--- src/rtl/cla_mp_add_seq_pkg.sv ---
// cla_pkg: shared word width, sequencer state encoding and index-width helper
package cla_pkg;
    localparam int WORD_W = 64;
    typedef enum logic [1:0] {IDLE, RUN, DONE} state_t;
    // Word index width: clog2(n), never below one bit so a single-word build still has a counter.
    function automatic int idx_w(input int n);
        return n <= 1 ? 1 : $clog2(n);
    endfunction
endpackage

--- src/rtl/cla_mp_add_seq_if.sv ---
// cla_mp_add_seq_if: request/response bus of the multi-precision add/sub sequencer
// request : in_valid, in_ready, in_a, in_b, in_cin, in_sub
// response: out_valid, out_ready, out_sum, out_cout, out_ovf; status: busy
interface cla_mp_add_seq_if #(parameter int NUM_WORDS = 4);
    localparam int W = NUM_WORDS * cla_pkg::WORD_W;
    logic         in_valid;
    logic         in_ready;
    logic [W-1:0] in_a;
    logic [W-1:0] in_b;
    logic         in_cin;
    logic         in_sub;
    logic         out_valid;
    logic         out_ready;
    logic [W-1:0] out_sum;
    logic         out_cout;
    logic         out_ovf;
    logic         busy;
    modport master (
        output in_valid, in_a, in_b, in_cin, in_sub, out_ready,
        input  in_ready, out_valid, out_sum, out_cout, out_ovf, busy
    );
    modport slave (
        input  in_valid, in_a, in_b, in_cin, in_sub, out_ready,
        output in_ready, out_valid, out_sum, out_cout, out_ovf, busy
    );
endinterface

--- src/rtl/cla_mp_add_seq_cla.sv ---
// carry_look_ahead_64bit: combinational 64-bit adder, 4-bit lookahead groups chained by group carry
// ports: a, b operands; cin carry in; sum result; cout carry out
module carry_look_ahead_64bit (
    input  logic [63:0] a,
    input  logic [63:0] b,
    input  logic        cin,
    output logic [63:0] sum,
    output logic        cout
);
    logic [63:0] g, p, c;
    logic        cy;
    always_comb begin
        g  = a & b;
        p  = a ^ b;
        c  = '0;
        cy = cin;
        for (int k = 0; k < 64; k += 4) begin
            c[k]   = cy;
            c[k+1] = g[k] | p[k] & cy;
            c[k+2] = g[k+1] | p[k+1] & g[k] | p[k+1] & p[k] & cy;
            c[k+3] = g[k+2] | p[k+2] & g[k+1] | p[k+2] & p[k+1] & g[k] | p[k+2] & p[k+1] & p[k] & cy;
            cy     = g[k+3] | p[k+3] & g[k+2] | p[k+3] & p[k+2] & g[k+1] | p[k+3] & p[k+2] & p[k+1] & g[k]
                   | (&p[k+:4]) & cy;
        end
        sum  = p ^ c;
        cout = cy;
    end
endmodule

--- src/rtl/cla_mp_add_seq.sv ---
// cla_mp_add_seq: NUM_WORDS x 64-bit add/sub, one word per cycle LSW first through a shared CLA
// ports: clk, rst (sync, active-high); bus (slave) carries request, response and busy
module cla_mp_add_seq
    import cla_pkg::*;
#(
    parameter int NUM_WORDS = 4
) (
    input logic clk,
    input logic rst,
    cla_mp_add_seq_if.slave bus
);
    localparam int IW = idx_w(NUM_WORDS);

    state_t                             state;
    logic [IW-1:0]                      idx;
    logic [NUM_WORDS-1:0][WORD_W-1:0]   a_r, b_r, sum_r;
    logic                               sub_r, carry, cout_r, ovf_r;
    logic                               in_ready_r, out_valid_r, busy_r;
    logic [WORD_W-1:0]                  a_w, b_w, s;
    logic                               co, last;

    // Subtraction is A + ~B + carry, so B is inverted word by word and the borrow folded into carry.
    assign a_w  = a_r[idx];
    assign b_w  = b_r[idx] ^ {WORD_W{sub_r}};
    assign last = idx == IW'(NUM_WORDS - 1);

    carry_look_ahead_64bit u_cla (
        .a   (a_w),
        .b   (b_w),
        .cin (carry),
        .sum (s),
        .cout(co)
    );

    always_ff @(posedge clk) begin
        if (rst) begin
            state       <= IDLE;
            in_ready_r  <= 1'b1;
            out_valid_r <= 1'b0;
            busy_r      <= 1'b0;
            sum_r       <= '0;
            cout_r      <= 1'b0;
            ovf_r       <= 1'b0;
            idx         <= '0;
            carry       <= 1'b0;
            a_r         <= '0;
            b_r         <= '0;
            sub_r       <= 1'b0;
        end else begin
            case (state)
                IDLE: if (bus.in_valid) begin
                    a_r        <= bus.in_a;
                    b_r        <= bus.in_b;
                    sub_r      <= bus.in_sub;
                    carry      <= bus.in_sub ? ~bus.in_cin : bus.in_cin;
                    idx        <= '0;
                    state      <= RUN;
                    in_ready_r <= 1'b0;
                    busy_r     <= 1'b1;
                end
                RUN: begin
                    sum_r[idx] <= s;
                    carry      <= co;
                    idx        <= last ? '0 : idx + 1'b1;
                    if (last) begin
                        cout_r      <= co;
                        // Carry into the MSB differs from carry out exactly on signed overflow.
                        ovf_r       <= a_w[WORD_W-1] ^ b_w[WORD_W-1] ^ s[WORD_W-1] ^ co;
                        state       <= DONE;
                        out_valid_r <= 1'b1;
                    end
                end
                DONE: if (bus.out_ready) begin
                    state       <= IDLE;
                    out_valid_r <= 1'b0;
                    in_ready_r  <= 1'b1;
                    busy_r      <= 1'b0;
                end
                default: state <= IDLE;
            endcase
        end
    end

    assign bus.in_ready  = in_ready_r;
    assign bus.out_valid = out_valid_r;
    assign bus.busy      = busy_r;
    assign bus.out_sum   = sum_r;
    assign bus.out_cout  = cout_r;
    assign bus.out_ovf   = ovf_r;
endmodule

--- src/flat_wrapper.sv ---
// flat-port wrapper written by rule: the top's interface ports become plain ports
module cla_mp_add_seq_flat import cla_pkg::*;
#(
    parameter int NUM_WORDS = 4
)
  (clk, rst, bus_in_valid, bus_in_a, bus_in_b, bus_in_cin, bus_in_sub, bus_out_ready, bus_in_ready, bus_out_valid, bus_out_sum, bus_out_cout, bus_out_ovf, bus_busy);
  cla_mp_add_seq_if #(.NUM_WORDS(NUM_WORDS)) bus_i ();
  input logic clk;
  input logic rst;
  input wire logic [$bits(bus_i.in_valid)-1:0] bus_in_valid;
  input wire logic [$bits(bus_i.in_a)-1:0] bus_in_a;
  input wire logic [$bits(bus_i.in_b)-1:0] bus_in_b;
  input wire logic [$bits(bus_i.in_cin)-1:0] bus_in_cin;
  input wire logic [$bits(bus_i.in_sub)-1:0] bus_in_sub;
  input wire logic [$bits(bus_i.out_ready)-1:0] bus_out_ready;
  output wire logic [$bits(bus_i.in_ready)-1:0] bus_in_ready;
  output wire logic [$bits(bus_i.out_valid)-1:0] bus_out_valid;
  output wire logic [$bits(bus_i.out_sum)-1:0] bus_out_sum;
  output wire logic [$bits(bus_i.out_cout)-1:0] bus_out_cout;
  output wire logic [$bits(bus_i.out_ovf)-1:0] bus_out_ovf;
  output wire logic [$bits(bus_i.busy)-1:0] bus_busy;
  assign bus_i.in_valid = bus_in_valid;
  assign bus_i.in_a = bus_in_a;
  assign bus_i.in_b = bus_in_b;
  assign bus_i.in_cin = bus_in_cin;
  assign bus_i.in_sub = bus_in_sub;
  assign bus_i.out_ready = bus_out_ready;
  assign bus_in_ready = bus_i.in_ready;
  assign bus_out_valid = bus_i.out_valid;
  assign bus_out_sum = bus_i.out_sum;
  assign bus_out_cout = bus_i.out_cout;
  assign bus_out_ovf = bus_i.out_ovf;
  assign bus_busy = bus_i.busy;
  cla_mp_add_seq #(.NUM_WORDS(NUM_WORDS)) u_core (.clk(clk), .rst(rst), .bus(bus_i));
endmodule
--- config.mk ---
export PLATFORM = sky130hd
export DESIGN_NAME = cla_mp_add_seq_flat
export DESIGN_NICKNAME = d
export VERILOG_FILES = /design/src/rtl/cla_mp_add_seq_pkg.sv /design/src/rtl/cla_mp_add_seq_if.sv /design/src/rtl/cla_mp_add_seq_cla.sv /design/src/rtl/cla_mp_add_seq.sv /design/src/flat_wrapper.sv
export SDC_FILE = /design/constraint.sdc
export NUM_CORES = 2
export LEC_CHECK = 0
export CAP_MARGIN = 25
export CORE_AREA = 2 2 304 306
export CTS_BUF_LIST = sky130_fd_sc_hd__clkbuf_4 sky130_fd_sc_hd__clkbuf_8
export CTS_CLUSTER_DIAMETER = 40
export DETAILED_ROUTE_END_ITERATION = 6
export DIE_AREA = 0 0 306 308
export PLACE_DENSITY = 0.63
export REMOVE_ABC_BUFFERS = 1
export SLEW_MARGIN = 20
export SYNTH_ARGS = -nofsm -noshare
export SYNTH_HDL_FRONTEND = slang
export SYNTH_SLANG_ARGS = --single-unit
--- constraint.sdc ---
create_clock -name clk -period 15.5 [get_ports clk]
set_input_delay 3.1 -clock clk [delete_from_list [all_inputs] [get_ports clk]]
set_output_delay 3.1 -clock clk [all_outputs]
set_load 0.005 [all_outputs]
**Word-level counts from Yosys, hierarchy flattened**

Index checks and enable logic that the tools add are counted.

- Register bits after elaboration: 779
- Output and inout bits: 261

- Add/sub/neg operators: 1
- Equality and inequality tests: 6
- Multiplexer cells: 25
- Order comparisons: 2
- Bitwise gates (word level): 408
- Reductions and logical operators: 27

Operator list:

| operator | count |
|---|---|
| $bmux 64 s2 | 2 |
| $bwmux 256 | 1 |
| $and 1x1->1 | 240 |
| $mux 64 | 3 |
| $xor 64x64->64 | 3 |
| $or 1x1->1 | 160 |
| $demux 64 s2 | 1 |
| $and 64x64->64 | 1 |
| $reduce_and 4->1 | 16 |
| $mux 2 | 5 |
| $reduce_and 3->1 | 3 |
| $pmux 1 s2 | 4 |
| $mux 1 | 7 |
| $pmux 2 s3 | 1 |
| $reduce_and 2->1 | 3 |
| $reduce_bool 2->1 | 3 |
| $eq 2x2->1 const B | 2 |
| $ne 2x2->1 const B | 2 |
| $pmux 2 s2 | 1 |
| $lt 2x3->1 const B | 1 |
| $xor 1x1->1 | 3 |
| $add 2x1->2 const B | 1 |
| $eq 2x1->1 const B | 1 |
| $ge 2x1->1 const B | 1 |
| 4 further kinds | 4 |

**Depth between registers and ports, before layout**

- Depth in word-level cells: 42
- Depth in mapped cells: 22
- Gate-level depth less buffers: 17

**By module**

From an unflattened synthesis, not the netlist that was laid out.

- Cell total of the unflattened synthesis: 3976
- Area total of the unflattened synthesis: 33430.8 um2

Modules (own cells, without submodules):

| module | instances | sequential area each (um2) | cells an instance | area an instance (um2) |
|---|---|---|---|---|
| cla_mp_add_seq | 1 | 15595.0 | 3623 | 30498.0 |
| carry_look_ahead_64bit | 1 | 0.0 | 353 | 2932.8 |

**Worst setup path before layout**

Ideal clock, no wire load.

- Kind: reg-to-reg
- Start point: reg u_core.idx[1]
- End point: reg u_core.sum_r, in the netlist u_core.bus.out_sum[112]
- Arrival: 5.380 ns
- Library setup time: 0.086 ns
- Path buffers: 6
- Data required time: 15.414 ns
- Stages on the path, launching flop included: 21
- Path slack: 10.035 ns
- Clock period less this slack: 5.465 ns
- Cells stage by stage: dfxtp_1 > clkbuf_1 > clkbuf_1 > clkbuf_1 > clkbuf_1 > buf_1 > mux4_2 > ha_1 > buf_6 > nand3_2 > nand2_1 > a221oi_2 > nand4_2 > a22oi_2 > a21oi_1 > o211ai_1 > a21boi_1 > or2_2 > a21oi_1 > fa_1 > a211oi_1

- Word-level cells in the longest chain between the ends: 33
- Elaborated cells between the ends (all ways): 146
- Those cells by class: 2 x order compare; 7 x mux; 124 x bitwise; 13 x reduce/logical

Ends and longest elaborated chain:

| item | line | text |
|---|---|---|
| start, declared | cla_mp_add_seq.sv:15 | `logic [IW-1:0] idx;` |
| start signal, assigned | cla_mp_add_seq.sv:64 | `idx <= last ? '0 : idx + 1'b1;` |
| $bmux 64 s2 | cla_mp_add_seq.sv:24 | `assign b_w = b_r[idx] ^ {WORD_W{sub_r}};` |
| $mux 64 (implied by the code) | cla_mp_add_seq.sv:24 |  |
| $xor 64x64->64 | cla_mp_add_seq.sv:24 |  |
| $xor 64x64->64 or $and 64x64->64 (tied branches) | cla_mp_add_seq_cla.sv:14, cla_mp_add_seq_cla.sv:13 |  |
| $and 1x1->1 | cla_mp_add_seq_cla.sv:22 | `cy = g[k+3] \| p[k+3] & g[k+2] \| p[k+3] & p[k+2] & g[k+1] \| p[k+3] & p[k+2] & p[k+1] & g[k]` |
| $or 1x1->1 or $and 1x1->1 (tied branches) (2 in series) | cla_mp_add_seq_cla.sv:22 |  |
| $or 1x1->1 | cla_mp_add_seq_cla.sv:22 |  |
| $or 1x1->1 | cla_mp_add_seq_cla.sv:23 | `\| (&p[k+:4]) & cy;` |
| (+16 left out) | - |  |
| $and 1x1->1 | cla_mp_add_seq_cla.sv:23 |  |
| $or 1x1->1 | cla_mp_add_seq_cla.sv:23 |  |
| $and 1x1->1 | cla_mp_add_seq_cla.sv:23 |  |
| $or 1x1->1 | cla_mp_add_seq_cla.sv:23 |  |
| $and 1x1->1 | cla_mp_add_seq_cla.sv:23 |  |
| $or 1x1->1 | cla_mp_add_seq_cla.sv:23 |  |
| $xor 64x64->64 | cla_mp_add_seq_cla.sv:25 | `sum = p ^ c;` |
| $bwmux 256 (*) | cla_mp_add_seq.sv:62 | `sum_r[idx] <= s;` |
| end signal, assigned by index | cla_mp_add_seq.sv:62 |  |
| end, declared | cla_mp_add_seq.sv:16 | `logic [NUM_WORDS-1:0][WORD_W-1:0] a_r, b_r, sum_r;` |

Mark *: on every way between the ends. The rest lies on a longest branch, timed or not. The select of a mux whose other input is x is not followed.
A chain may end at the register's enable or synchronous reset.

**Final worst setup path**

- Start point: reg u_core.idx[1]
- End point: reg u_core.sum_r, in the netlist u_core.bus.out_sum[48]

Same word-level chain as after synthesis.

==> flow_summary.toml <==
[power]
pwr_density_cell_nw_per_um2 = 114
switching_power_mw = 1.44
p_leak_nw = 16.7
intPower_mw = 3.75
irDropWorstVdd_mv = 0.0787
p_comb_share_pct = 15.5
design_power_total_mw = 5.19
seqPwrFrac_pct = 41.9
pwr-share-clk_pct = 42.6
switching_share_pct = 27.7

[synth]
synth-main-ff-cell = "dfxtp_1"
avgSynthCellArea_um2 = 8.46
synth-async-reset-ratio_pct = 0
synth-seq-area-share_pct = 46.5
synth_cell_types = 69
synth-seq-cells = 779
synth_edf_count = 0
synth_cells = 3962
ys_warn_count = 0
syn-cell-area_um2 = 33500

[timing]
period_minus_slack_ns = 6.77
period_share_pct = 43.7
drv_slew = 0
fin_tns_setup_ns = 0
finalWorstSetupSlack_ns = 8.73
timing.hold.ws_ns = 0.449
rsz0062_at_grt = "no"
finalHoldViolations = 0
worstMarginPinSlew_ns = 1.04
finalSetupViolations = 0
fmax_mhz = 148
maxSlewHeadroom_pct = 30.7
skew_ns = 0.0460

[worst_setup_path]
critPathArrivalTime_ns = 7.46
critPathCaptureType = "flop"
cp_slowest_cell = "buf_4"
crit_path_start_kind = "flop"
path_common_cell = "a21oi_1"
path_class = "reg2reg"
cp_num_buf_inv = 3
cp_max_fo = 43
slowest_delay_ns = 0.72
path_delay_family = "compound AO/OA/AOI/OAI gates"
path_cells = "buf_4 -> buf_4 -> mux4_2 -> xor2_1 -> ha_1 -> inv_1 -> o21bai_1 -> a21oi_1 -> nand2_1 -> o21ai_1 -> a21oi_1 -> o211ai_1 -> a21boi_1 -> or2_2 -> a21oi_1 -> fa_1 -> a211oi_1"
cp.required_ns = 16.19

[routing]
drc = 0
wl_met3_um = 8590
ant_nets = 0
wl_met1_um = 51100
dr.pass1.iters = 5
via_count = 30581
routed_wl_um = 123000
route.met2.wl_um = 58500
top_layer = "met5"
vias_per_cell = 5.16
drtIter0Drc = 2333
wl_per_cell_um = 20.7

[hold_path]
hold_path.class = "reg2reg"

[final_layout]
nets = 5219
design_area_um2 = 45400
final_util_pct = 49.9
areaGrowthSynthToFinish_pct = 35.4
final_cells = 5927
drive_gt1_share_pct = 9.80

[global_routing]
track_usage_pct = 25.2
grt_max_degree = 208
grt_pass1_vias = 29664
grt_pass1_wl_um = 181000
antenna_found_initial = 30
grt_remaining_overflow = 0

[clock_network]
cts_tree = "built"
cts_root_buf = "clkbuf_8"
clock_sink_count = 779
cts_resized = 0
ctsHoldBuffers = 0
cts_buffers = 148
h-tree-depth = 4
post-cts-setup-buffers = 0
clk_path_buf_depth = 3
clock_latency_ns = 0.82
cts.reportedPaths.clkPinSlew_ns = 0.05

[floorplan]
die-height_um = 308
coreArea_um2 = 91000
ios = 779
dieWidth_um = 306
dieArea_um2 = 94200
fp-row-count = 111
initial_core_util_pct = 36.8

[placed_design]
place.gp.congestion = 0.822
io_buffers = 778
dp_slack_ns = 8.69
placed_cells = 5648
dp_hpwl_um = 83800
placed_area_um2 = 42000

[flow_run]
cap_viol_max_count = 0

[run_status]
status = "completed"
## worst reg2reg max path, stage by stage, from the launching register on
cell	delay, ns
dfxtp_4	0.66
buf_4	0.74
buf_4	0.66
mux4_2	0.50
xor2_1	0.16
ha_1	0.37
inv_1	0.13
o21bai_1	0.11
a21oi_1	0.49
nand2_1	0.11
o21ai_1	0.60
a21oi_1	0.25
o211ai_1	0.26
a21boi_1	0.19
or2_2	0.37
a21oi_1	0.32
fa_1	0.53
a211oi_1	0.23
## registers in the layout, indices dropped and copies added, names as in the netlist, 2 cells and up
register and flops:
u_core.b_r 256, u_core.a_r 256, u_core.state 2, u_core.bus.out_sum 256, u_core.idx 2
## cells in the mapped netlist (11+ instances only)
cell      number  area (µm²)
buf_1         35         131
a21oi_1      718        3590
inv_1         45         169
nand2b_1      12        75.1
xor2_1        73         639
nor3b_1       11        82.6
clkbuf_1     267        1000
nor2_1        98         368
a21o_1        21         158
o21bai_1      11        82.6
fa_1          16         320
mux4_2       128        2880
ha_1          68         851
nor3_1        13        65.1
dfxtp_1      779       15600
nand2_1     1356        5090
nand3b_1      40         300
o21ai_0       21         105
xnor2_1       28         245
nand3_1       28         140
a211oi_1      68         510
## power by group through the flow
stage	Sequential (mW)	Combinational, mW	Clock, mW
after floorplan	2.21	0.471	0
after global placement	2.21	0.792	0
after detailed placement	2.22	0.801	0
after CTS	2.17	0.805	2.25
after global routing	2.18	0.876	2.34
final	2.17	0.804	2.21
## layer usage
layer | track usage (%) | vias up
li1 | - | 14712
met1 | 31.1 | 14564
met3 | 6.45 | 223
met4 | 10.2 | 22
met5 | 0 | -
met2 | 42.0 | 1060
## final timing paths
kind | slack, ns | to | cells after the start | startpoint
max | 8.73 | u_core.bus.out_sum[48]$_SDFFE_PP0P_ | 17 | u_core.idx[1]$_SDFFE_PP0P_
min | 0.45 | u_core.a_r[108]$_SDFFE_PP0P_ | 2 | u_core.a_r[108]$_SDFFE_PP0P_
max reg2reg | 8.73 | u_core.bus.out_sum[48]$_SDFFE_PP0P_ | 17 | u_core.idx[1]$_SDFFE_PP0P_
min reg2reg | 0.45 | u_core.a_r[108]$_SDFFE_PP0P_ | 2 | u_core.a_r[108]$_SDFFE_PP0P_
## placed cells by master (no fill, tap or decap), types with 11 or more instances in the layout
cell type / synthesis / final
nor3_1: 13 / 13
clkbuf_4: 0 / 36
ha_1: 68 / 68
clkinv_2: 0 / 15
a21o_1: 21 / 21
xnor2_1: 28 / 28
clkdlybuf4s50_1: 0 / 777
clkbuf_8: 0 / 178
nand3_1: 28 / 28
nand2_1: 1356 / 1352
a211oi_1: 68 / 68
fa_1: 16 / 16
xor2_1: 73 / 73
diode_2: 0 / 16
dfxtp_1: 779 / 776
o21ai_0: 21 / 21
inv_1: 45 / 45
buf_4: 0 / 24
nand2b_1: 12 / 12
mux4_2: 128 / 128
nor3b_1: 11 / 11
a21oi_1: 718 / 718
o21bai_1: 11 / 11
nand3b_1: 40 / 40
nor2_1: 98 / 97
## area by class of cell
class	instances	area, µm²
antenna	16	40.0
clock buffer	214	2720
clock inverter	44	529
fill	8710	45600
inverter	45	169
multi-input combinational	2831	16600
sequential	779	15600
tap	1186	1480
timing repair buffer	812	8180
## cells by family after synthesis
group / synth area share, %
adder cells (fa/ha/maj): 3.50
AO/OA/AOI/OAI: 15.4
flip-flops: 46.5
buffers and inverters: 3.98
multiplexers: 8.64
XOR/XNOR: 2.64
AND/OR/NAND/NOR: 19.3
No activity file was read; power rests on OpenSTA's default activity.
